==> src/rtl/fb_pkg.sv <==
// Shared types and constants for the framebuffer arbiter slice.
// Grant and game-FSM encodings plus the write-queue entry layout.
package fb_pkg;

  localparam int FB_AW = 10;
  localparam int FB_DW = 4;

  typedef enum logic [1:0] {
    GNT_NONE,
    GNT_VGA,
    GNT_GRD,
    GNT_GWR
  } gnt_t;

  typedef enum logic [1:0] {
    G_IDLE,
    G_RDWAIT,
    G_RDDATA
  } gstate_t;

  typedef struct packed {
    logic [FB_AW-1:0] addr;
    logic [FB_DW-1:0] wdata;
  } wq_entry_t;

endpackage

==> src/rtl/fb_sync_fifo.sv <==
// Small synchronous FIFO with full/empty/count, used as the game write queue.
// DEPTH must be a power of two so the pointers wrap naturally.
module sync_fifo #(
  parameter  int WIDTH = 14,
  parameter  int DEPTH = 4,
  localparam int PW    = $clog2(DEPTH),
  localparam int CW    = PW + 1
) (
  input  logic             clk,
  input  logic             reset,
  input  logic             push,
  input  logic [WIDTH-1:0] wdata,
  input  logic             pop,
  output logic [WIDTH-1:0] rdata,
  output logic             full,
  output logic             empty,
  output logic [CW-1:0]    count
);

  logic [WIDTH-1:0] mem_q [DEPTH];
  logic [PW-1:0]    wr_ptr_q, wr_ptr_d;
  logic [PW-1:0]    rd_ptr_q, rd_ptr_d;
  logic [CW-1:0]    count_q, count_d;
  logic             do_push, do_pop;

  assign full    = (count_q == CW'(DEPTH));
  assign empty   = (count_q == '0);
  assign count   = count_q;
  assign rdata   = mem_q[rd_ptr_q];
  assign do_push = push & ~full;
  assign do_pop  = pop & ~empty;

  always_comb begin
    wr_ptr_d = wr_ptr_q;
    rd_ptr_d = rd_ptr_q;
    count_d  = count_q;
    if (do_push) wr_ptr_d = wr_ptr_q + 1'b1;
    if (do_pop)  rd_ptr_d = rd_ptr_q + 1'b1;
    case ({do_push, do_pop})
      2'b10:   count_d = count_q + 1'b1;
      2'b01:   count_d = count_q - 1'b1;
      default: count_d = count_q;
    endcase
  end

  always_ff @(posedge clk) begin
    if (reset) begin
      wr_ptr_q <= '0;
      rd_ptr_q <= '0;
      count_q  <= '0;
    end else begin
      wr_ptr_q <= wr_ptr_d;
      rd_ptr_q <= rd_ptr_d;
      count_q  <= count_d;
    end
  end

  // Storage needs no reset; the pointers and count define what is valid.
  always_ff @(posedge clk) begin
    if (do_push) mem_q[wr_ptr_q] <= wdata;
  end

endmodule

==> src/rtl/fb_arbiter.sv <==
// Single-port framebuffer arbiter: VGA scan-out wins during active video,
// game writes are queued and drained in idle cycles, game reads wait for the queue.
module fb_arbiter
  import fb_pkg::*;
#(
  parameter  int AW       = FB_AW,
  parameter  int DW       = FB_DW,
  parameter  int WQ_DEPTH = 4,
  localparam int CW       = $clog2(WQ_DEPTH) + 1
) (
  input  logic          clk,
  input  logic          reset,
  input  logic          vga_re,
  input  logic          vga_blank,
  input  logic [AW-1:0] vga_raddr,
  output logic [DW-1:0] vga_rdata,
  output logic          vga_rvalid,
  input  logic          g_valid,
  output logic          g_ready,
  input  logic          g_we,
  input  logic [AW-1:0] g_addr,
  input  logic [DW-1:0] g_wdata,
  output logic [DW-1:0] g_rdata,
  output logic          g_rvalid,
  output logic [CW-1:0] wq_count,
  output logic          mem_en,
  output logic          mem_we,
  output logic [AW-1:0] mem_addr,
  output logic [DW-1:0] mem_wdata,
  input  logic [DW-1:0] mem_rdata
);

  gstate_t          state_q, state_d;
  gnt_t             gnt, gnt_q;
  logic [AW-1:0]    rd_addr_q, rd_addr_d;
  logic [DW-1:0]    g_rdata_q, g_rdata_d;
  logic             wq_full, wq_empty, wq_push, wq_pop;
  logic [AW+DW-1:0] wq_rdata;

  assign g_ready = (state_q == G_IDLE) & (g_we ? ~wq_full : wq_empty);
  assign wq_push = g_valid & g_ready & g_we;
  assign wq_pop  = (gnt == GNT_GWR);

  sync_fifo #(
    .WIDTH (AW + DW),
    .DEPTH (WQ_DEPTH)
  ) u_wq (
    .clk   (clk),
    .reset (reset),
    .push  (wq_push),
    .wdata ({g_addr, g_wdata}),
    .pop   (wq_pop),
    .rdata (wq_rdata),
    .full  (wq_full),
    .empty (wq_empty),
    .count (wq_count)
  );

  // Grant is forced idle while reset is held so no RAM access escapes a reset cycle.
  always_comb begin
    gnt = GNT_NONE;
    if (!reset) begin
      if (vga_re && !vga_blank)    gnt = GNT_VGA;
      else if (state_q == G_RDWAIT) gnt = GNT_GRD;
      else if (!wq_empty)          gnt = GNT_GWR;
    end
  end

  always_ff @(posedge clk) begin
    if (reset) begin
      state_q   <= G_IDLE;
      gnt_q     <= GNT_NONE;
      rd_addr_q <= '0;
      g_rdata_q <= '0;
    end else begin
      state_q   <= state_d;
      gnt_q     <= gnt;
      rd_addr_q <= rd_addr_d;
      g_rdata_q <= g_rdata_d;
    end
  end

  always_comb begin
    state_d   = state_q;
    rd_addr_d = rd_addr_q;
    g_rdata_d = g_rdata_q;
    case (state_q)
      G_IDLE: begin
        if (g_valid && g_ready && !g_we) begin
          state_d   = G_RDWAIT;
          rd_addr_d = g_addr;
        end
      end
      G_RDWAIT: begin
        if (gnt == GNT_GRD) state_d = G_RDDATA;
      end
      G_RDDATA: begin
        g_rdata_d = mem_rdata;
        state_d   = G_IDLE;
      end
      default: state_d = G_IDLE;
    endcase
  end

  // Read data is forwarded straight from the RAM in the return cycle, then held.
  always_comb begin
    g_rvalid   = (state_q == G_RDDATA);
    g_rdata    = g_rvalid ? mem_rdata : g_rdata_q;
    vga_rvalid = (gnt_q == GNT_VGA);
    vga_rdata  = mem_rdata;
    mem_en     = 1'b0;
    mem_we     = 1'b0;
    mem_addr   = '0;
    mem_wdata  = '0;
    case (gnt)
      GNT_VGA: begin
        mem_en   = 1'b1;
        mem_addr = vga_raddr;
      end
      GNT_GRD: begin
        mem_en   = 1'b1;
        mem_addr = rd_addr_q;
      end
      GNT_GWR: begin
        mem_en    = 1'b1;
        mem_we    = 1'b1;
        mem_addr  = wq_rdata[AW+DW-1:DW];
        mem_wdata = wq_rdata[DW-1:0];
      end
      default: ;
    endcase
  end

endmodule
==> config.mk <==
export PLATFORM = sky130hd
export DESIGN_NAME = fb_arbiter
export DESIGN_NICKNAME = d
export VERILOG_FILES = /design/src/rtl/fb_pkg.sv /design/src/rtl/fb_sync_fifo.sv /design/src/rtl/fb_arbiter.sv
export SDC_FILE = /design/constraint.sdc
export NUM_CORES = 1
export LEC_CHECK = 0
export ABC_AREA = 0
export CAP_MARGIN = 20
export CORE_MARGIN = 2
export CORE_UTILIZATION = 52
export DETAILED_ROUTE_END_ITERATION = 12
export PLACE_DENSITY = 0.85
export SLEW_MARGIN = 20
export SYNTH_ARGS = -nofsm -noshare
export SYNTH_HDL_FRONTEND = slang
export SYNTH_SLANG_ARGS = --single-unit
==> constraint.sdc <==
create_clock -name clk -period 2.9 [get_ports clk]
set_input_delay 0.58 -clock clk [delete_from_list [all_inputs] [get_ports clk]]
set_output_delay 0.58 -clock clk [all_outputs]
set_load 0.02 [all_outputs]
==> metrics.txt <==
status finished clean; Final Hold Vio Count 0; sequential-to-total area share from yosys stat 0.6158; CTS tree built; Worst Max-Slew Pin Slew between 0.4 and 0.5 ns; Synth top area share 0.4660; Seq cells post-synth 83; GR peak layer met2; Worst setup EP type output port; Setup CP Type input pin to output port; Hold Path Origin rd_addr_q[3]; most frequent cell after synthesis edfxtp_1; number of sinks on the clock net 83; EDFF count, synth between 50 and 60; final net count about 380; Vias/cell 5.668; CP peak stage delay about 0.46 ns; area leader, netlist edfxtp_1; register area 2222 um^2; most instantiated cells after synthesis edfxtp_1 (56), dfxtp_1 (27), a21oi_1 (25); dpl cells around 400; hold_ws just under 0.5 ns; area grow syn2layout 27.12%; Synth cell types 39; hold path cells 2; multi-input logic area approximately 1200 um^2; Initial DRC Count ~190; Yosys warning total 0; pwr dens around 640 nW/um^2; Hold Path Class register to register; asr flop ratio synth 0; residual DRC count 0; Worst Path Arrival ~2.3 ns; first-pass GRT wire length between 10000 and 15000 um; H-tree levels 3; Root Driver clkbuf_8; fin crit share 0.9762; Buffers on Ports 63; Syn Area/Cell between 10 and 15 um^2; crit path launch type input pin; post-DP HPWL ~5100 um; Overall Global Routing Usage 0.2103; post-route antenna net violation count 0; worst reg2reg setup slack around 0.38 ns; met1 Use GR 0.2599; Setup crit start vga_re; crit-path max FO 6; Leakage about 1.6 nW; Die W between 80 and 90 um; Pre-Repair DR Iteration Count 4; Starting Density 0.5341; I/O Pins 64; share of post-route cells with drive strength above 1 0.1959; Num CTS Buffers 9; Slew headroom 0.6848; top post-synthesis cells by area edfxtp_1 (47%), dfxtp_1 (15%), mux4_2 (8.7%); ANT cells 0; largest net degree at the start of global routing 41; Critical Path RT 2.32 ns; clock latency on the worst-skew pair approximately 0.35 ns; initial antenna violation count 0; met3 usage 0.04739; WL/cell about 17 um; Worst-path clk slew 0.07 ns; RSZ-0062 raised after global routing no; syn_nets between 300 and 400; total of max-cap violations 0; CP cell instances clkdlybuf4s50_1, nor2b_1, or4_4, buf_4, o32ai_2, dlygate4sd2_1; via count 2392; row count 30; area of the mapped netlist 3608 um^2; vias in the first global route ~2400; Worst Clk Skew between 0.007 and 0.008 ns; Hold Buf Count CTS 0; Die H between 80 and 90 um; Clock Path Buffers 2; Mapped Cells between 200 and 300; fin crit period 2.831 ns; setup TNS 0 ns; Crit-path slowest cell or4_4; drt total wl 7311 um; GP Congestion 0.7873; worst reg2reg endpoint u_wq.count[2]; ys flop type edfxtp_1; Reg2Reg Depth 9; non-filler cells, final about 420; # setup viols final 0; Peak VDD IR 0.2896 mV; FF-to-FF Start state_q[1]; number of fill cells around 480; fin. max-slew vios 0; die area 7621 um^2; Max Freq 353.2 MHz; grt ovf 0; met2 GRT Util 0.3533; Placeable Area roughly 6800 um^2; hold path endpoint rd_addr_q[3]
[power breakdown]
| group | internal, W | leakage, nW | switching (W) |
|---|---|---|---|
| clock | 0.000310 | 0.0765 | 0.000403 |
| sequential | 0.00134 | 0.728 | 0.0000395 |
| combinational | 0.000398 | 0.845 | 0.000434 |
[timing repair]
action | CTS | global route
gates resized for setup | 15 | 1
buffers inserted | 3 | 0
endpoints found under the setup margin | 15 | 1
pin swaps | 1 | 0
[worst max-delay path: cells and delay by family]
family | cells | cell delay, ns
AND/OR/NAND/NOR | 2 | 0.61
AO/OA/AOI/OAI | 1 | 0.09
buffers and inverters | 3 | 0.96
[cells by family (layout without fill, tap and decap cells)]
kind of cell    count (synthesis)  count (layout)  synth area share
compound gates                 53              53            0.1061
xor+xnor                        2               2          0.004855
fa+ha+maj                       6               6           0.02289
buf+inv                        39             118           0.04958
flops                          83              83            0.6158
mux                            21              21            0.1089
simple gates                   59              59           0.09188
[per-layer routing]
| metal | share of wire | vias to the layer above |
|---|---|---|
| met5 | 0 | - |
| met4 | 0.016 | 0 |
| met3 | 0.067 | 8 |
| met2 | 0.52 | 88 |
| met1 | 0.39 | 1172 |
| li1 | - | 1124 |
[area by class of cell]
class | count | share of cell area
clock inverter | 6 | 0.009002
clock buffer | 10 | 0.02782
inverter | 18 | 0.01473
sequential | 83 | 0.4845
timing repair buffer | 84 | 0.1789
multi-input combinational | 141 | 0.2632
tap | 80 | 0.02182
[worst max path at each step]
stage                    end  slack, ns  cells past startpoint
2_1_floorplan  u_wq.count[2]       0.32                     10
3_3_place_gp    mem_wdata[3]      -0.29                      5
3_5_place_dp    mem_wdata[2]      -0.31                      5
4_1_cts          mem_addr[2]       0.06                      6
5_1_grt          mem_addr[6]      0.002                      6
6_report         mem_addr[6]       0.07                      6
[sequential cells by signal, indices dropped and copies added, names as in the netlist, named ones only]
register       count
u_wq.wr_ptr_q      2
gnt_q              2
u_wq.mem_q        56
u_wq.count         3
g_rdata_q          4
u_wq.rd_ptr_q      2
rd_addr_q         10
state_q            2
[per-stage QoR]
stage                     utilization  instance area [um^2]  total power [W]  setup slack, ns
final                          0.6789                  4587         0.002920          0.06901
after global placement         0.6531                  4413         0.002222          -0.2948
after global routing           0.6789                  4587         0.003062         0.002107
after floorplan                     -                  3608         0.001927           0.3217
after detailed placement       0.6531                  4413         0.002249          -0.3144
after CTS                      0.6787                  4586         0.002946          0.06007
[layout by cell type, fill, tap and decap left out, drive strengths merged, types with 3 or more instances in the layout]
master         netlist  layout
edfxtp              56      56
clkdlybuf4s50        0      48
dfxtp               27      27
a21oi               25      25
buf                 12      21
inv                 18      19
nor2                18      18
mux4                14      14
dlygate4sd2          0      14
o21ai               12      12
nand3               10      10
o32ai               10      10
clkbuf               9      10
nor2b                9       9
and2                 8       8
mux2                 6       6
ha                   5       5
nand2b               4       4
clkinvlp             0       3
Note: power is estimated with default switching activity, not from simulation.
